`config.mk`:
```
export PLATFORM = sky130hd
export DESIGN_NAME = hilo_muldiv_ctrl
export DESIGN_NICKNAME = d
export VERILOG_FILES = /design/src/rtl/hilo_muldiv_ctrl.sv
export SDC_FILE = /design/constraint.sdc
export NUM_CORES = 1
export LEC_CHECK = 0
export BUFFER_PORTS_ARGS = -buffer_cell sky130_fd_sc_hd__buf_2
export CELL_PAD_IN_SITES_DETAIL_PLACEMENT = 1
export CELL_PAD_IN_SITES_GLOBAL_PLACEMENT = 2
export CORE_MARGIN = 2
export CORE_UTILIZATION = 34
export DETAILED_ROUTE_END_ITERATION = 6
export PLACE_DENSITY_LB_ADDON = 0.1
export SETUP_SLACK_MARGIN = 0.1
export SYNTH_ARGS = -nofsm -noshare
export SYNTH_HDL_FRONTEND = slang
export SYNTH_SLANG_ARGS = --single-unit
```
`constraint.sdc`:
```
create_clock -name clk -period 4.1 [get_ports clk]
set_clock_uncertainty 0.2 [all_clocks]
set_input_delay 0.82 -clock clk [delete_from_list [all_inputs] [get_ports clk]]
set_output_delay 0.82 -clock clk [all_outputs]
set_load 0.1 [all_outputs]
```
`src/rtl/hilo_muldiv_ctrl.sv`:
```
// hilo_muldiv_ctrl: multi-cycle MULT/MULTU/DIV/DIVU sequencer and MTHI/MTLO router for HI/LO.
// Define MULDIV_FAST_MUL_EN for a single-cycle multiplier; divide stays sequential.
module hilo_muldiv_ctrl (
  input  logic        clk,
  input  logic        rst_n,
  input  logic        start,
  input  logic [1:0]  op,
  input  logic [31:0] a,
  input  logic [31:0] b,
  input  logic        mthi,
  input  logic        mtlo,
  input  logic [31:0] wdata,
  output logic        busy,
  output logic        hi_ena,
  output logic        lo_ena,
  output logic [31:0] hi_wdata,
  output logic [31:0] lo_wdata,
  output logic        done,
  output logic        div_zero
);
  typedef enum logic [1:0] {IDLE, CALC, FIX, WRITE} state_t;
  state_t state, state_nx;
  logic [4:0]  cnt;
  logic        is_div, sa, sb, dz;
  logic [31:0] mb, ma_in, mb_in;
  logic [63:0] prod, prod_ld;
  logic [32:0] sum, rem_sh, diff;
  logic        ge, div_by_zero, fast;
  assign ma_in = (op[0] && a[31]) ? -a : a;
  assign mb_in = (op[0] && b[31]) ? -b : b;
  assign div_by_zero = op[1] && (b == 32'd0);
  assign sum = {1'b0, prod[63:32]} + {1'b0, mb};
  assign rem_sh = prod[63:31];
  assign ge = rem_sh >= {1'b0, mb};
  assign diff = rem_sh - {1'b0, mb};
`ifdef MULDIV_FAST_MUL_EN
  logic [63:0] fp;
  assign fp = {32'b0, ma_in} * {32'b0, mb_in};
  assign fast = !op[1];
  assign prod_ld = fast ? ((op[0] && (a[31] ^ b[31])) ? -fp : fp) : {32'b0, ma_in};
`else
  assign fast = 1'b0;
  assign prod_ld = {32'b0, ma_in};
`endif
  always_ff @(negedge clk or negedge rst_n)
    if (!rst_n) state <= IDLE;
    else state <= state_nx;
  // Multiply keeps {acc, multiplier}; divide keeps {remainder, dividend/quotient} in the same register.
  always_ff @(negedge clk or negedge rst_n)
    if (!rst_n) begin
      cnt <= 5'd0;
      is_div <= 1'b0;
      sa <= 1'b0;
      sb <= 1'b0;
      dz <= 1'b0;
      mb <= 32'd0;
      prod <= 64'd0;
    end else begin
      case (state)
        IDLE: if (start) begin
          cnt <= 5'd31;
          is_div <= op[1];
          sa <= op[0] & a[31];
          sb <= op[0] & b[31];
          dz <= div_by_zero;
          mb <= mb_in;
          prod <= prod_ld;
        end
        CALC: begin
          cnt <= cnt - 5'd1;
          prod <= is_div ? {ge ? diff[31:0] : rem_sh[31:0], prod[30:0], ge}
                         : {prod[0] ? sum : {1'b0, prod[63:32]}, prod[31:1]};
        end
        FIX: prod <= is_div ? {sa ? -prod[63:32] : prod[63:32], (sa ^ sb) ? -prod[31:0] : prod[31:0]}
                            : ((sa ^ sb) ? -prod : prod);
        default: dz <= dz;
      endcase
    end
  always_comb begin
    state_nx = state;
    busy = 1'b0;
    hi_ena = 1'b0;
    lo_ena = 1'b0;
    hi_wdata = 32'd0;
    lo_wdata = 32'd0;
    done = 1'b0;
    div_zero = 1'b0;
    case (state)
      IDLE: if (start) state_nx = (div_by_zero || fast) ? WRITE : CALC;
      CALC: if (cnt == 5'd0) state_nx = FIX;
      FIX: state_nx = WRITE;
      default: state_nx = IDLE;
    endcase
    if (rst_n) begin
      busy = (state == IDLE && start) || state == CALC || state == FIX;
      done = state == WRITE;
      div_zero = done && dz;
      hi_ena = done ? !dz : (state == IDLE && !start && mthi);
      lo_ena = done ? !dz : (state == IDLE && !start && mtlo);
      hi_wdata = done ? prod[63:32] : wdata;
      lo_wdata = done ? prod[31:0] : wdata;
    end
  end
endmodule

```
==> results by group <==
Floorplanning
  • Placeable Area: 0.0395 sq mm
  • Die Ht: between 200 and 250 microns
  • Die area: 0.0415 sq mm
  • Starting Density: 34.3%
  • Num ports: 172
  • Chip Width: 204 microns
  • Row count: 73

Layout
  • Final Util: 56.7%
  • Layout area overhead: 65.3%
  • Number of diodes: 0
  • Area taken by multi-input logic gates: 0.0128 sq mm
  • Fill cells: around 4,500
  • Fin nets: 2,501
  • Register area: 0.00268 sq mm
  • Share of cells above drive strength 1: 42.4%

Power and ir drop
  • Sequential power share: 12.7%
  • Switching power total: approximately 10 mW
  • Clock power frac: 4.9%
  • LEAKAGE: 10.3 nW
  • Power share of the combinational group: 82.4%
  • Max rail drop VDD: 414 uV
  • Overall Power: 18.1 mW
  • Sw Share: 54.9%
  • Pwr per Cell Area: 806 mW/mm^2
  • Int Pwr: 8.15 mW

Worst setup path
  • Max stage delay on crit path: 570 ps
  • Worst Setup Start Kind: primary input
  • Critical Setup Path Class: primary input to flip-flop
  • Worst Reg-to-Reg Cells: 16
  • CP Capture Type: flip-flop
  • Crit Path Max Fanout: 2
  • Critical Path AT: 3430 ps
  • Cell mode on critical path: or4_4
  • Slowest CP cell: or4_4
  • CP Cell Sequence: buf_6, or4_4, nand4bb_4, or4_4, nor4_4, nand2_1, or4_4, o31ai_4, xor2_1, o21ai_1
  • Crit path required time: 2060 ps
  • Worst reg-to-reg setup slack: 60 ps

CTS
  • CTS Buffer Depth: 2
  • Clock sink count: between 100 and 150
  • H-Tree Depth: 3
  • CTS tree: built
  • Clk_lat worst skew: about 380 ps
  • Clock root buffer: clkbuf_16
  • Hold buffers post-CTS: 0
  • Worst-path clk slew: 50 ps
  • Inserted Clock Buffers: 9

Drt
  • Final WL: just over 70,000 microns
  • Via Count: 16,600
  • DRT antenna net count: 0
  • DR WL/cell: between 20 and 25 microns
  • # DRC: 0
  • Vias/cell: 5.83
  • Iteration-0 DRC Markers: between 1,000 and 1,500
  • DR pass1 iterations: 5

Placed design
  • Buffers on Ports: 171
  • DP HPWL: 52,600 microns
  • Routability cong.: 0.966

GRT
  • Global-route wire length before repair: between 100,000 and 150,000 microns
  • Gr usage total: between 30 and 40%
  • Largest net degree at the start of global routing: 53
  • Grt ovf: 0
  • Initial antenna violation count: 0
  • Vias in the first global route: 17,100

Worst hold path
  • Worst Hold Class: flip-flop to flip-flop
  • Hold Crit Depth: 1

Synth
  • Gate count of the mapped netlist: approximately 1,900
  • Synth area leader: dfrtn_1
  • Area contributors post-synth: dfrtn_1 (20%), ha_1 (6.8%), nand2_1 (6.8%)
  • Synth unique cells: between 80 and 90
  • Yosys reg bits: 107
  • Synth async-reset ratio: 100%
  • Post-synthesis sequential area ratio: 19.7%
  • Synth top area share: around a fifth
  • Top-count cell post-synth: nand2_1
  • Syn Nets: 2,058
  • Syn Area/Cell: slightly above 7 sq um
  • Synthesized area: 0.0136 sq mm
  • Yosys warns: 0
  • Synth top cells by count: nand2_1 (245), o21ai_0 (167), nor2_1 (150), a21oi_1 (138), dfrtn_1 (107)
  • Post-synth EDFFs: 0
  • Most used flip-flop cell after synthesis: dfrtn_1

Run status
  • Failing checks: setup timing
  • Outcome: complete, but fails checks

Timing
  • RSZ-0062 raised after global routing: yes
  • Hold Vio Cnt, Final: 0
  • Slew Viols, Final: 0
  • Rel. slew slack: 48.8%
  • Setup violators final: 149
  • Slew @ Worst Pin: 760 ps
  • Worst setup margin: -1370 ps
  • TNS Setup: -98,600 ps

Flow run
  • Max-cap violations: 0
[cells in the final DEF, fill, tap and decap left out, types with 23 or more instances in the layout]
| cell | n |
|---|---|
| xor2_1 | 52 |
| buf_6 | 72 |
| a21o_1 | 28 |
| nand2_1 | 166 |
| buf_4 | 273 |
| mux2_2 | 32 |
| ha_1 | 68 |
| o21ai_1 | 49 |
| dfrtn_1 | 107 |
| a21oi_2 | 23 |
| nand2b_4 | 31 |
| o21ai_2 | 30 |
| buf_12 | 101 |
| buf_2 | 94 |
| a21oi_1 | 112 |
| nor3_1 | 53 |
| inv_1 | 77 |
| a21boi_4 | 64 |
| xnor2_1 | 62 |
| nor2_1 | 132 |
| o31ai_1 | 28 |
| o21ai_0 | 83 |
| nand3_1 | 30 |
| nand2_4 | 70 |
[path summary, 6_finish.rpt]
check,startpoint,endpoint
setup / recovery,b[6],mb[29]
hold / removal,cnt[0],cnt[0]
setup reg to reg,prod[31],prod[62]
hold reg to reg,cnt[0],cnt[0]
max in group asynchronous,rst_n,mb[1]
min in group asynchronous,rst_n,prod[62]
[registers in the layout, indices dropped and copies added, names as in the netlist]
signal  flops
cnt         5
dz          1
prod       64
sb          1
sa          1
is_div      1
mb         32
state       2
[area by class of cell]
class	count	area share [%]
clock buffer	14	1.18
clock inverter	2	0.0446
inverter	84	1.52
multi-input combinational	1561	56.9
sequential	107	11.9
tap	525	2.93
timing repair buffer	559	25.5
[critical path, delay by kind of cell]
family / cells / cell delay [ps]
XOR/XNOR: 1 / 220
AO/OA/AOI/OAI: 2 / 300
buffers and inverters: 1 / 90
AND/OR/NAND/NOR: 6 / 2000
[metal layers]
layer  routed length (microns)  track usage (%)  vias up
li1                          -                -     7697
met1                     30900             43.3     8373
met2                     34200             55.0      442
met3                      2910             3.07      113
met4                      2370             11.3        0
met5                         0                0        -
[stage by stage]
step	setup WS [ps]	area, sq um	cells	hold WS, ps
3_3_place_gp	-1610	19700	2750	227
2_1_floorplan	-1450	15500	1879	203
6_report	-1370	22400	2852	251
4_1_cts	-1250	21500	2818	250
5_1_grt	-1460	22400	2852	279
3_5_place_dp	-1680	19700	2750	250
[power groups by stage]
stage / clock network, mW / logic [mW] / registers (mW)
final: 0.888 / 14.9 / 2.30
after global routing: 0.943 / 15.9 / 2.31
after CTS: 0.896 / 13.9 / 2.25
after detailed placement: 0 / 12.9 / 2.26
after global placement: 0 / 12.6 / 2.25
after floorplan: 0 / 8.62 / 1.99
[cell families (layout without fill, tap and decap cells)]
| group | Yosys count | count (layout) | synth area share, % |
|---|---|---|---|
| xor+xnor | 130 | 130 | 8.39 |
| flops | 107 | 107 | 19.7 |
| simple gates | 678 | 678 | 24.0 |
| fa+ha+maj | 76 | 76 | 7.12 |
| mux | 54 | 54 | 4.29 |
| compound gates | 623 | 623 | 29.8 |
| buf+inv | 211 | 659 | 6.67 |
[what timing repair did]
item                                    in CTS  in global routing
gates resized for setup                    250                148
buffers inserted                            47                 40
pin swaps                                   96                121
gates cloned                                 6                  2
endpoints found under the setup margin     154                159
Power figures use the tool's default switching activity.
